$ cat config.mk
export PLATFORM = sky130hd
export DESIGN_NAME = pid_step_sequencer
export DESIGN_NICKNAME = d
export VERILOG_FILES = /design/src/rtl/pid_pkg.sv /design/src/rtl/pid_sample_timer.sv /design/src/rtl/pid_step_sequencer.sv
export SDC_FILE = /design/constraint.sdc
export NUM_CORES = 1
export LEC_CHECK = 0
export CORE_MARGIN = 2
export CORE_UTILIZATION = 50
export CTS_BUF_LIST = sky130_fd_sc_hd__clkbuf_8
export DETAILED_ROUTE_END_ITERATION = 8
export HOLD_SLACK_MARGIN = 0.05
export PLACE_DENSITY = 0.71
export SYNTH_ARGS = -nofsm -noshare
export SYNTH_HDL_FRONTEND = slang
export SYNTH_HIERARCHICAL = 1
export SYNTH_SLANG_ARGS = --single-unit
$ cat constraint.sdc
create_clock -name clk -period 12.5 [get_ports clk]
set_clock_uncertainty 0.2 [all_clocks]
set_input_delay 1.25 -clock clk [delete_from_list [all_inputs] [get_ports clk]]
set_output_delay 1.25 -clock clk [all_outputs]
set_load 0.02 [all_outputs]
$ cat src/rtl/pid_pkg.sv
// rtl/pid_pkg.sv - shared states, widths and integrator clamp for the PID step sequencer
package pid_pkg;

    typedef enum logic [2:0] {
        IDLE,
        LATCH,
        MUL_P,
        MUL_I,
        MUL_D,
        OUT
    } pid_state_e;

    localparam int ERRW  = 11;
    localparam int DERW  = 12;
    localparam int PRODW = 23;
    localparam int ACCW  = 25;

    // Saturate a widened integrator sum back into the error width.
    function automatic logic signed [ERRW-1:0] clamp_integ(
        input logic signed [DERW-1:0] v,
        input int                     lim
    );
        logic signed [DERW-1:0] hi;
        logic signed [DERW-1:0] lo;
        hi = DERW'(lim);
        lo = -hi;
        if (v > hi) begin
            return ERRW'(hi);
        end else if (v < lo) begin
            return ERRW'(lo);
        end else begin
            return ERRW'(v);
        end
    endfunction

endpackage

$ cat src/rtl/pid_sample_timer.sv
// rtl/pid_sample_timer.sv - free-running sample period counter, held at zero while disabled
module pid_sample_timer #(
    parameter int SAMPLE_DIV = 50000
) (
    input  logic clk,
    input  logic rst,
    input  logic en,
    output logic tick
);

    localparam int CW = $clog2(SAMPLE_DIV);
    localparam logic [CW-1:0] LAST = CW'(SAMPLE_DIV - 1);

    logic [CW-1:0] cnt_q;
    logic [CW-1:0] cnt_d;

    always_comb begin
        cnt_d = cnt_q;
        if (!en) begin
            cnt_d = '0;
        end else if (cnt_q == LAST) begin
            cnt_d = '0;
        end else begin
            cnt_d = cnt_q + 1'b1;
        end
    end

    always_ff @(posedge clk) begin
        if (rst) begin
            cnt_q <= '0;
        end else begin
            cnt_q <= cnt_d;
        end
    end

    assign tick = (cnt_q == LAST);

endmodule

$ cat src/rtl/pid_step_sequencer.sv
// rtl/pid_step_sequencer.sv - per-sample PID sequencer sharing one signed multiplier over P, I and D
module pid_step_sequencer
    import pid_pkg::*;
#(
    parameter int SAMPLE_DIV = 50000,
    parameter int TW         = 10,
    parameter int OW         = 10,
    parameter int ILIM       = 511,
    parameter int SHIFT      = 6
) (
    input  logic          clk,
    input  logic          rst,
    input  logic          en,
    input  logic [TW-1:0] set_temp,
    input  logic [TW-1:0] cur_temp,
    input  logic [TW-1:0] p_pa,
    input  logic [TW-1:0] i_pa,
    input  logic [TW-1:0] d_pa,
    output logic [OW-1:0] duty,
    output logic          duty_valid,
    output logic          busy,
    output logic          sat,
    output logic          overrun
);

    logic tick;

    pid_sample_timer #(
        .SAMPLE_DIV(SAMPLE_DIV)
    ) u_timer (
        .clk (clk),
        .rst (rst),
        .en  (en),
        .tick(tick)
    );

    pid_state_e state_q, state_d;

    logic [TW-1:0]           kp_q, kp_d;
    logic [TW-1:0]           ki_q, ki_d;
    logic [TW-1:0]           kd_q, kd_d;
    logic signed [ERRW-1:0]  err_q, err_d;
    logic signed [ERRW-1:0]  err_prev_q, err_prev_d;
    logic signed [ERRW-1:0]  integ_q, integ_d;
    logic signed [ACCW-1:0]  acc_q, acc_d;
    logic [OW-1:0]           duty_q, duty_d;
    logic                    sat_q, sat_d;
    logic                    valid_q, valid_d;
    logic                    overrun_q, overrun_d;

    logic signed [DERW-1:0]  integ_sum;
    logic signed [ERRW-1:0]  integ_new;
    logic signed [DERW-1:0]  deriv;
    logic signed [ERRW-1:0]  mul_a;
    logic signed [DERW-1:0]  mul_b;
    logic signed [PRODW-1:0] prod;
    logic signed [ACCW-1:0]  prod_ext;
    logic signed [ACCW-1:0]  acc_sum;
    logic signed [ACCW-1:0]  y;

    assign integ_sum = $signed({integ_q[ERRW-1], integ_q}) + $signed({err_q[ERRW-1], err_q});
    assign integ_new = clamp_integ(integ_sum, ILIM);
    assign deriv     = $signed({err_q[ERRW-1], err_q}) - $signed({err_prev_q[ERRW-1], err_prev_q});

    // Gains are unsigned, so they enter the multiplier with a zero sign bit.
    always_comb begin
        mul_a = '0;
        mul_b = '0;
        case (state_q)
            MUL_P: begin
                mul_a = $signed({1'b0, kp_q});
                mul_b = $signed({err_q[ERRW-1], err_q});
            end
            MUL_I: begin
                mul_a = $signed({1'b0, ki_q});
                mul_b = $signed({integ_new[ERRW-1], integ_new});
            end
            MUL_D: begin
                mul_a = $signed({1'b0, kd_q});
                mul_b = deriv;
            end
            default: begin
                mul_a = '0;
                mul_b = '0;
            end
        endcase
    end

    assign prod     = mul_a * mul_b;
    assign prod_ext = $signed({{(ACCW-PRODW){prod[PRODW-1]}}, prod});
    assign acc_sum  = acc_q + prod_ext;
    assign y        = acc_sum >>> SHIFT;

    // The final sum is scaled and clamped while in MUL_D so duty lands in the OUT cycle.
    always_comb begin
        state_d    = state_q;
        kp_d       = kp_q;
        ki_d       = ki_q;
        kd_d       = kd_q;
        err_d      = err_q;
        err_prev_d = err_prev_q;
        integ_d    = integ_q;
        acc_d      = acc_q;
        duty_d     = duty_q;
        sat_d      = sat_q;
        valid_d    = 1'b0;
        overrun_d  = overrun_q | (tick && (state_q != IDLE));

        case (state_q)
            IDLE: begin
                if (tick && en) begin
                    state_d = LATCH;
                end else if (!en) begin
                    integ_d    = '0;
                    err_prev_d = '0;
                end
            end
            LATCH: begin
                err_d   = $signed({1'b0, set_temp}) - $signed({1'b0, cur_temp});
                kp_d    = p_pa;
                ki_d    = i_pa;
                kd_d    = d_pa;
                state_d = MUL_P;
            end
            MUL_P: begin
                acc_d   = prod_ext;
                state_d = MUL_I;
            end
            MUL_I: begin
                integ_d = integ_new;
                acc_d   = acc_sum;
                state_d = MUL_D;
            end
            MUL_D: begin
                acc_d      = acc_sum;
                err_prev_d = err_q;
                valid_d    = 1'b1;
                if (y[ACCW-1]) begin
                    duty_d = '0;
                    sat_d  = 1'b1;
                end else if (|y[ACCW-2:OW]) begin
                    duty_d = '1;
                    sat_d  = 1'b1;
                end else begin
                    duty_d = y[OW-1:0];
                    sat_d  = 1'b0;
                end
                state_d = OUT;
            end
            OUT: begin
                state_d = IDLE;
            end
            default: begin
                state_d = IDLE;
            end
        endcase
    end

    always_ff @(posedge clk) begin
        if (rst) begin
            state_q    <= IDLE;
            kp_q       <= '0;
            ki_q       <= '0;
            kd_q       <= '0;
            err_q      <= '0;
            err_prev_q <= '0;
            integ_q    <= '0;
            acc_q      <= '0;
            duty_q     <= '0;
            sat_q      <= 1'b0;
            valid_q    <= 1'b0;
            overrun_q  <= 1'b0;
        end else begin
            state_q    <= state_d;
            kp_q       <= kp_d;
            ki_q       <= ki_d;
            kd_q       <= kd_d;
            err_q      <= err_d;
            err_prev_q <= err_prev_d;
            integ_q    <= integ_d;
            acc_q      <= acc_d;
            duty_q     <= duty_d;
            sat_q      <= sat_d;
            valid_q    <= valid_d;
            overrun_q  <= overrun_d;
        end
    end

    assign duty       = duty_q;
    assign duty_valid = valid_q;
    assign busy       = (state_q != IDLE);
    assign sat        = sat_q;
    assign overrun    = overrun_q;

endmodule

After elaboration in Yosys (flattened, before gate mapping)
Index checks and enable logic that the tools add are counted.
{"block": "classes", "n_addsub": 5, "n_mul": 1, "order_cmp": 2, "eq_ne": 8, "n_mux": 16, "bitwise": 2, "n_reduce_logical": 12}
{"op": "25-bit one-hot mux with 2 select lines", "count": 1}
{"op": "11-bit two-way mux", "count": 4}
{"op": "11-bit one-hot mux with 2 select lines", "count": 2}
{"op": "12-bit one-hot mux with 3 select lines", "count": 1}
{"op": "10-bit one-hot mux with 3 select lines", "count": 1}
{"op": "25-bit by 23-bit adder with 25-bit output", "count": 1}
{"op": "11-bit by 12-bit multiplier with 23-bit output", "count": 1}
{"op": "10-bit two-way mux", "count": 2}
{"op": "16-bit by 1-bit adder with 16-bit output, second input constant", "count": 1}
{"op": "16-bit == test, second input constant", "count": 1}
{"op": "3-bit one-hot mux with 5 select lines", "count": 1}
{"op": "11-bit by 11-bit adder with 12-bit output", "count": 1}
{"op": "12-bit by 10-bit greater-than comparator with 1-bit output, second input constant", "count": 1}
{"op": "12-bit by 10-bit less-than comparator with 1-bit output, second input constant", "count": 1}
{"op": "11-bit by 11-bit subtractor with 12-bit output", "count": 1}
{"op": "10-bit by 10-bit subtractor with 11-bit output", "count": 1}
{"op": "9-bit OR reduction", "count": 1}
{"op": "3-bit by 2-bit == test with 1-bit output, second input constant", "count": 2}
{"op": "2-bit != test, second input constant", "count": 3}
{"op": "3-bit AND reduction", "count": 2}
{"op": "2-bit nonzero test", "count": 3}
{"op": "3-bit by 1-bit == test with 1-bit output, second input constant", "count": 1}
{"op": "3-bit == test, second input constant", "count": 1}
{"op": "3-bit zero test", "count": 1}
{"op": "8 further kinds", "count": 11}
{"block": "word_totals", "reg_bits": 120, "inputBits": 53, "out_inout_bits": 14, "elab_cells": 59}

Logic depth before layout (Yosys ltp)
Gate-level depths: netlist (run 1).
{"block": "depth", "word_depth": 10, "ltp_mapped": 43}

Modules after synthesis
The synthesis (run 1) kept the hierarchy.
{"mod": "pid_step_sequencer", "instances": 1, "cells_per_inst": 1512, "area_each_um2": 12187.9}
{"mod": "pid_sample_timer", "instances": 1, "cells_per_inst": 80, "area_each_um2": 799.5}

Worst setup path after synthesis (run 1)
OpenSTA, ideal clock, no wires.
{"block": "synth_timing", "kind": "register -> register", "from": "register err_q[0]", "to": "register duty_q[1], in the netlist duty[1]", "setup_time_ps": 117, "arrival_time_ps": 9570, "t_required_ps": 12183, "slack_ps": 2613, "stages_incl_launch_ff": 42, "path_buffers": 2, "cell_sequence": "dfxtp_1 -> ha_1 -> fa_1 -> a21oi_1 -> o21ai_1 -> a211oi_1 -> o21ai_1 -> xnor2_1 -> o41a_1 -> o21ai_2 -> buf_2 -> a311o_1 -> nand2_1 -> fa_1 -> inv_1 -> fa_1 -> inv_1 -> fa_1 -> [... 6 more ...] -> o21a_1 -> nor2_1 -> o31ai_1 -> a21o_1 -> a2111oi_0 -> or3_1 -> xnor2_1 -> ha_1 -> o21ai_0 -> o21ai_0 -> a22oi_1 -> a311oi_2 -> a21oi_1 -> or3_1 -> and2_1 -> xor2_1 -> buf_6 -> a32o_1"}
{"block": "synth_via", "elab_chain_len": 10, "word_cells_on_any_way": 12, "classes_between": "add/sub (3); mul (1); order compare (2); mux (5); reduce/logical (1)"}
{"item": "start: declaration", "line_no": "pid_step_sequencer.sv:42", "text": "logic signed [ERRW-1:0] err_q, err_d;"}
{"item": "start signal: assignment", "line_no": "pid_step_sequencer.sv:178", "text": "err_q <= err_d;"}
{"item": "11-bit by 11-bit adder with 12-bit output", "line_no": "pid_step_sequencer.sv:61", "text": "assign integ_sum = $signed({integ_q[ERRW-1], integ_q}) + $signed({err_q[ERRW-1], err_q});"}
{"item": "12-bit by 10-bit less-than comparator with 1-bit output", "line_no": "pid_pkg.sv:29", "text": "end else if (v < lo) begin"}
{"item": "11-bit two-way mux", "line_no": "pid_pkg.sv:29"}
{"item": "11-bit two-way mux", "line_no": "pid_pkg.sv:27", "text": "if (v > hi) begin"}
{"item": "12-bit one-hot mux with 3 select lines *", "line_no": "pid_step_sequencer.sv:69", "text": "case (state_q)"}
{"item": "11-bit by 12-bit multiplier with 23-bit output *", "line_no": "pid_step_sequencer.sv:89", "text": "assign prod = mul_a * mul_b;"}
{"item": "25-bit by 23-bit adder with 25-bit output *", "line_no": "pid_step_sequencer.sv:91", "text": "assign acc_sum = acc_q + prod_ext;"}
{"item": "9-bit OR reduction", "line_no": "pid_step_sequencer.sv:141", "text": "end else if (|y[ACCW-2:OW]) begin"}
{"item": "10-bit two-way mux", "line_no": "pid_step_sequencer.sv:141"}
{"item": "10-bit two-way mux *", "line_no": "pid_step_sequencer.sv:138", "text": "if (y[ACCW-1]) begin"}
{"item": "end signal: assignment", "line_no": "pid_step_sequencer.sv:182", "text": "duty_q <= duty_d;"}
{"item": "end: declaration", "line_no": "pid_step_sequencer.sv:46", "text": "logic [OW-1:0] duty_q, duty_d;"}
Every way passes the cells marked *; elsewhere a longest branch is shown, timed or not.
A chain may end at the register's enable or synchronous reset.

Worst setup path after layout (run 1)
{"block": "layout_timing", "from": "register err_q[0]", "to": "register duty_q[2], in the netlist duty[2]"}
Same word-level chain as after synthesis.

==> results of run 1 <==
==> per-layer routing <==
layer / part of all wire / wire length (um) / GRT usage
met5: 0 / 0 / 0
met4: 0.021 / 690 / 0.0822
met3: 0.058 / 1960 / 0.0377
met2: 0.48 / 16200 / 0.441
met1: 0.44 / 14600 / 0.341
==> cell families (layout without fill, tap and decap cells) <==
kind of cell,count (synthesis),count (layout)
and+or+nand+nor,534,534
AOI/OAI and AO/OA,358,358
buffers and inverters,271,320
adders and majority gates,228,228
DFF,120,120
xor gates and xnor gates,71,71
muxes,10,10
==> power groups by stage <==
stage / registers [uW] / logic (uW) / clock network, uW
floorplan: 391 / 18.7 / 0
global placement: 392 / 40.8 / 0
detailed placement: 392 / 41.2 / 0
CTS: 383 / 41.4 / 376
global route: 383 / 45.6 / 394
finish: 383 / 41.2 / 370
==> registers in the layout, indices dropped and copies added (netlist names) <==
| signal | cells |
|---|---|
| duty | 10 |
| integ_q | 11 |
| u_timer/cnt_q | 16 |
| state_q | 3 |
| overrun | 1 |
| ki_q | 10 |
| kp_q | 10 |
| sat | 1 |
| acc_q | 25 |
| err_q | 11 |
| kd_q | 10 |
| err_prev_q | 11 |
| duty_valid | 1 |
==> worst min-delay path by stage <==
stage                    startpoint              endpoint  depth (start not counted)
2_1_floorplan  kp_q[0]$_SDFFE_PP0N_  kp_q[0]$_SDFFE_PP0N_                          2
3_3_place_gp   kp_q[7]$_SDFFE_PP0N_  kp_q[7]$_SDFFE_PP0N_                          2
3_5_place_dp   kp_q[8]$_SDFFE_PP0N_  kp_q[8]$_SDFFE_PP0N_                          2
4_1_cts        kp_q[3]$_SDFFE_PP0N_  kp_q[3]$_SDFFE_PP0N_                          2
5_1_grt        ki_q[2]$_SDFFE_PP0N_  ki_q[2]$_SDFFE_PP0N_                          2
6_report       kd_q[3]$_SDFFE_PP0N_  kd_q[3]$_SDFFE_PP0N_                          2
==> cells in the mapped netlist (5+ instances only) <==
cell,number,area [um^2]
inv_1,207,777
nor2_1,182,683
nand2_1,175,657
dfxtp_1,120,2400
fa_1,117,2340
ha_1,111,1390
a21oi_1,99,495
xnor2_1,51,447
clkbuf_1,49,184
nor3_1,46,230
o21ai_0,43,215
a21o_1,23,173
nor2b_1,22,138
xor2_1,20,175
nand3_1,18,90.1
o21a_1,17,128
a211oi_1,15,113
nand2b_1,14,87.6
a2111oi_0,12,105
a22o_1,12,105
a32o_1,12,120
o211ai_1,12,90.1
or3_1,12,75.1
or2_2,11,68.8
mux2i_1,10,100
and2_1,9,56.3
o21bai_1,9,67.6
a311oi_1,8,70.1
a31oi_1,8,50.1
a21boi_0,7,52.6
a22oi_1,7,52.6
buf_2,7,35.0
nand4_1,7,43.8
a211o_1,6,52.6
a311o_1,6,60.1
and3_1,6,37.5
o21ai_1,6,30.0
a221oi_1,5,43.8
buf_1,5,18.8
nor4_2,5,62.6
==> area by class of cell <==
cell class                 count  area (um^2)  share of cell area
clock buffer                  17          234              0.0163
clock inverter                15          176              0.0123
inverter                     207          777              0.0543
multi-input combinational   1201         9540               0.667
sequential                   120         2400               0.168
tap                          330          413              0.0288
timing repair buffer          81          768              0.0537
==> stage by stage <==
step / instances / power [uW]
6_report: 1971 / 794
5_1_grt: 1971 / 822
4_1_cts: 1971 / 800
3_5_place_dp: 1939 / 433
3_3_place_gp: 1939 / 432
2_1_floorplan: 1592 / 410
==> worst register-to-register path, delay by kind of cell, from the launching register on <==
kind            cells  cell delay, ps
compound gates     16            4510
buf+inv             3             150
simple gates        5            1180
fa+ha+maj           9            4040
flops               1             350
xor+xnor            3            1030
==> results.sh, run 1 <==
export IMPL_ir_drop_uv=62.6
export IMPL_ys_ff_latch=120
export IMPL_synthMuxAreaShare=0.00771
export IMPL_worst_slack_ps=998
export IMPL_worst_r2r_endpoint="duty[2]$_SDFFE_PP0P_"
export IMPL_diodes=0
export IMPL_clk_pin_slew_ps=100
export IMPL_worst_endpoint_arrival_ps=11720
export IMPL_rsz0062_at_grt="no"
export IMPL_utilization=0.565
export IMPL_hold_viol_final=0
export IMPL_power_internal_uw=557
export IMPL_ys_flop_type="dfxtp_1"
export IMPL_cp_startpoint="err_q[0]$_SDFFE_PP0N_"
export IMPL_pwr_share_seq=0.482
export IMPL_yosys_area_share_adder=0.287
export IMPL_slew_headroom=0.173
export IMPL_dp_slack_ps=1150
export IMPL_synth_cell_types=89
export IMPL_slowest_stage="xor2_1"
export IMPL_antenna_left=0
export IMPL_cts_buffer_depth=2
export IMPL_synth_cells=1592
export IMPL_worstReg2RegStart="err_q[0]$_SDFFE_PP0N_"
export IMPL_vias=11227
export IMPL_numCtsBuffers=17
export IMPL_drtPass1Iterations=6
export IMPL_r2r_setup_slack_ps=1000
export IMPL_layout_drive_gt1_share=0.0640
export IMPL_switching_share=0.298
export IMPL_avgSynthCellArea_um2=8.16
export IMPL_syn2layout_area_growth_pct=10.2
export IMPL_power_density_nw_per_um2=55.5
export IMPL_avgViaCountPerCell=5.70
export IMPL_synth_top_family_by_area="adder cells"
export IMPL_rows=58
export IMPL_synth_cell_area_um2=13000
export IMPL_grt_max_degree=68
export IMPL_synth_simple_area_share=0.192
export IMPL_antenna_found_initial=0
export IMPL_critical_path_top_delay_family="compound AO/OA/AOI/OAI gates"
export IMPL_finalInstanceArea_um2=14300
export IMPL_synth_edff_count=0
export IMPL_postCtsHoldBufs=0
export IMPL_final_common_cell="inv_1"
export IMPL_layout_common_cells="inv_1 (207), nor2_1 (181), nand2_1 (175), dfxtp_1 (120), fa_1 (117)"
export IMPL_gp_congestion=0.927
export IMPL_grt_pass1_wl_um=55900
export IMPL_critPathKind="reg2reg"
export IMPL_die_area_um2=27300
export IMPL_setup_violations=0
export IMPL_numPortBuffers=66
export IMPL_rr_worst_depth=36
export IMPL_endpoint="duty[2]$_SDFFE_PP0P_"
export IMPL_placed_area_um2=13900
export IMPL_required_ps=12720
export IMPL_path_common_cell="fa_1"
export IMPL_finalSetupTns_ps=0
export IMPL_fp_dieH_um=165
export IMPL_synth_seq_area_share=0.185
export IMPL_synth_warnings=6
export IMPL_dpl_hpwl_um=26300
export IMPL_synthArstFlopShare=0
export IMPL_cts_sinks=120
export IMPL_htreeDepth=4
export IMPL_die_width_um=165
export IMPL_post_route_period_util=0.920
export IMPL_io_pins=67
export IMPL_drv_slew=0
export IMPL_fillers=2330
export IMPL_postCtsResizedCells=0
export IMPL_worst_pin_slew_ps=1240
export IMPL_drc_errors=0
export IMPL_grt_use_total=0.259
export IMPL_p_comb_frac=0.052
export IMPL_grt_pass1_vias=11167
export IMPL_hp_class="reg2reg"
export IMPL_core_um2=25300
export IMPL_syn_nets=1873
export IMPL_slowest_delay_ps=710
export IMPL_start_util=0.513
export IMPL_drtIter0Drc=866
export IMPL_wl_per_cell_um=17.0
export IMPL_holdWs_ps=257
export IMPL_cap_violations=0
export IMPL_cts_tree="done"
export IMPL_status="finished, final reports clean"
export IMPL_post_route_min_period_ps=11500
export IMPL_worst_skew_pair_late_latency_ps=470
export IMPL_crit_fanout=14
export IMPL_leakage_uw=0.00626
export IMPL_switching_power_uw=237
export IMPL_cp_depth=36
export IMPL_root_buffer="clkbuf_8"
export IMPL_max_freq_mhz=86.9
export IMPL_endpoint_kind="flop"
export IMPL_critPathLaunchType="flop"
export IMPL_overflow=0
export IMPL_wl_um=33500
export IMPL_path_buf_inv=3
export IMPL_synthXorXnorAreaFrac=0.0479
export IMPL_power_frac_clock=0.466
export IMPL_post_cts_buffers=0
export IMPL_fin_nets=1909
export IMPL_synth_compound_area_share=0.199
Power figures use the tool's default switching activity.
==> inputs of run 2 (changes only) <==
--- a/config.mk
+++ b/config.mk
@@ -5,12 +5,13 @@
 export SDC_FILE = /design/constraint.sdc
 export NUM_CORES = 1
 export LEC_CHECK = 0
+export ABC_AREA = 1
 export CORE_MARGIN = 2
-export CORE_UTILIZATION = 50
+export CORE_UTILIZATION = 64
 export CTS_BUF_LIST = sky130_fd_sc_hd__clkbuf_8
 export DETAILED_ROUTE_END_ITERATION = 8
 export HOLD_SLACK_MARGIN = 0.05
-export PLACE_DENSITY = 0.71
+export PLACE_DENSITY = 0.87
 export SYNTH_ARGS = -nofsm -noshare
 export SYNTH_HDL_FRONTEND = slang
 export SYNTH_HIERARCHICAL = 1
==> run 2 against run 1 <==
Final area is 6.3% higher. Wire length up 12%. Hold slack better by 6.9 ps. Register-to-register slack better by 1700 ps. Clock power grew 9.5%. Via count up 18%. Combinational power rose to 6.8 times the previous value. Clock-buffer cell count unchanged. Non-clock buffer count fell by 10. First-iteration DRC count increased by 19%.
==> results.sh, run 2 <==
export IMPL_antenna_found_initial=0
export IMPL_slew_headroom=0.303
export IMPL_htreeDepth=4
export IMPL_synth_most_common_cell="nand2_1"
export IMPL_endpoint="duty[0]$_SDFFE_PP0P_"
export IMPL_fin_cells=2394
export IMPL_overflow=0
export IMPL_worst_pin_slew_ps=1050
export IMPL_fillers=1789
export IMPL_gp_congestion=0.951
export IMPL_slowest_delay_ps=730
export IMPL_drv_slew=0
export IMPL_numPortBuffers=66
export IMPL_critPathKind="reg2reg"
export IMPL_rows=53
export IMPL_setup_violations=0
export IMPL_crit_fanout=14
export IMPL_ys_top_cells_by_area="dfxtp_1 (17%), fa_1 (17%), nand2_1 (14%)"
export IMPL_synth_edff_count=0
export IMPL_max_freq_mhz=102
export IMPL_cts_sinks=120
export IMPL_power_total_uw=1120
export IMPL_slowest_stage="fa_1"
export IMPL_drc_errors=0
export IMPL_drtPass1Iterations=5
export IMPL_regArea_um2=2400
export IMPL_top_register="acc_q"
export IMPL_endpoint_kind="flop"
export IMPL_critPathLaunchType="flop"
export IMPL_synth_warnings=6
export IMPL_cts_buffer_depth=2
export IMPL_core_um2=21200
export IMPL_vias=13268
export IMPL_dp_cells=2362
export IMPL_ir_drop_uv=76.1
export IMPL_synth_commonest_cells="nand2_1 (535), inv_1 (462), nor2_1 (169)"
export IMPL_layout_drive_gt1_share=0.0590
export IMPL_synth_top_area_share=0.173
export IMPL_rsz0062_at_grt="no"
export IMPL_postCtsHoldBufs=0
export IMPL_fp_dieH_um=152
export IMPL_post_cts_buffers=0
export IMPL_largest_registers="acc_q (25), u_timer/cnt_q (16)"
export IMPL_diodes=0
export IMPL_required_ps=12610
export IMPL_grt_max_degree=68
export IMPL_multi_input_area_um2=9540
export IMPL_cts_tree="done"
export IMPL_final_common_cell="nand2_1"
export IMPL_worst_endpoint_arrival_ps=9960
export IMPL_synth_cell_area_um2=13900
export IMPL_worst_r2r_endpoint="duty[0]$_SDFFE_PP0P_"
export IMPL_die_width_um=152
export IMPL_synthArstFlopShare=0
export IMPL_ys_ff_latch=120
export IMPL_grt_use_total=0.343
export IMPL_postCtsResizedCells=0
export IMPL_hold_viol_final=0
export IMPL_cap_violations=0
export IMPL_dpl_hpwl_um=29300
export IMPL_leakage_uw=0.00832
export IMPL_io_pins=67
export IMPL_post_route_min_period_ps=9850
export IMPL_rr_worst_depth=37
export IMPL_root_buffer="clkbuf_8"
export IMPL_die_area_um2=23000
export IMPL_synth_cells=2055
export IMPL_r2r_setup_slack_ps=2650
export IMPL_synth_top_area_cell="dfxtp_1"
export IMPL_avgSynthCellArea_um2=6.78
export IMPL_hp_class="reg2reg"
export IMPL_path_common_cell="nand2_1"
export IMPL_synth_cell_types=55
export IMPL_numCtsBuffers=17
export IMPL_ys_flop_type="dfxtp_1"
export IMPL_wl_um=37400
export IMPL_layout_common_cells="nand2_1 (535), inv_1 (461), nor2_1 (169), dfxtp_1 (120), fa_1 (117)"
export IMPL_grt_pass1_wl_um=62000
export IMPL_syn2layout_area_growth_pct=9.23
export IMPL_power_density_nw_per_um2=73.4
export IMPL_antenna_left=0
export IMPL_status="finished, final reports clean"
export IMPL_worst_skew_pair_late_latency_ps=480
export IMPL_clk_pin_slew_ps=90
export IMPL_largest_reg_flops=25
export IMPL_syn_nets=2336
export IMPL_avgViaCountPerCell=5.54
export IMPL_fin_nets=2387
export IMPL_finalSetupTns_ps=0
export IMPL_utilization=0.717
export IMPL_grt_pass1_vias=13099
export IMPL_synth_seq_area_share=0.173
export IMPL_post_route_period_util=0.788
export IMPL_cp_startpoint="state_q[2]$_SDFFE_PP0P_"
export IMPL_wl_per_cell_um=15.6
export IMPL_start_util=0.656
export IMPL_worstReg2RegStart="state_q[2]$_SDFFE_PP0P_"
export IMPL_drtIter0Drc=1033
## run 2: cell count changes after synthesis, moves of 17 or more
cell / previous run / this run
nand2_1: 175 / 535
inv_1: 207 / 462
nand3_1: 18 / 78
o21ai_0: 43 / 85
nor3_1: 46 / 6
xnor2_1: 51 / 18
clkbuf_1: 49 / 26
nor2b_1: 22 / 0
a21o_1: 23 / 3
o21a_1: 17 / 0
## run 2: how the worst min path moves through the flow
stage                                     start                     endpoint  depth (start not counted)  slack [ps]
CTS                        kp_q[2]$_SDFFE_PP0N_         kp_q[2]$_SDFFE_PP0N_                          2         270
global route            integ_q[9]$_SDFFE_PP0P_      integ_q[9]$_SDFFE_PP0P_                          2         290
detailed placement         kp_q[2]$_SDFFE_PP0N_         kp_q[2]$_SDFFE_PP0N_                          2         260
finish                     kp_q[2]$_SDFFE_PP0N_         kp_q[2]$_SDFFE_PP0N_                          2         260
floorplan           u_timer/cnt_q[0]$_SDFF_PP0_  u_timer/cnt_q[0]$_SDFF_PP0_                          1         230
global placement    u_timer/cnt_q[0]$_SDFF_PP0_  u_timer/cnt_q[0]$_SDFF_PP0_                          1         240
## run 2: power breakdown
part | leakage, uW | internal [uW] | switching [uW] | total [uW]
sequential | 0.000970 | 409 | 21.7 | 430
combinational | 0.00713 | 98.4 | 183 | 282
clock | 0.000218 | 190 | 215 | 405
## run 2: logic make-up after synthesis
kind of cell,Yosys count,share of synthesized area
XOR/XNOR,44,0.0277
adder cells (fa/ha/maj),228,0.268
AO/OA/AOI/OAI,269,0.120
flip-flops,120,0.173
AND/OR/NAND/NOR,876,0.270
buffers and inverters,518,0.143
## run 2: worst max-delay path: cells and delay by family, from the launching register on
| kind | cells | cell delay (ps) |
|---|---|---|
| buffers and inverters | 8 | 1330 |
| AOI/OAI and AO/OA | 2 | 550 |
| DFF | 1 | 420 |
| xor gates and xnor gates | 1 | 290 |
| adders and majority gates | 7 | 3510 |
| and+or+nand+nor | 19 | 3350 |
## run 2: per-layer routing
layer | global-route usage | wire length (um) | vias up | part of all wire
met1 | 0.443 | 15700 | 6179 | 0.42
met2 | 0.574 | 17400 | 563 | 0.46
li1 | - | - | 6416 | -
met3 | 0.0689 | 3240 | 110 | 0.087
met4 | 0.122 | 1170 | 0 | 0.031
met5 | 0 | 0 | - | 0
## run 2: cell type report
cell class              instances  share of cell area
repair buffers                 71              0.0456
well taps                     275              0.0226
multi-input cells            1417               0.627
flip-flops and latches        120               0.158
inverters                     479               0.118
clock inverters                15              0.0133
clock buffers                  17              0.0154
## run 2: stage by stage
stage,setup WS (ps),area (um^2),hold WS (ps)
floorplan,4550,13900,230
global placement,2920,14800,242
detailed placement,2840,14800,255
CTS,2770,15200,266
global route,2110,15200,291
finish,2650,15200,264
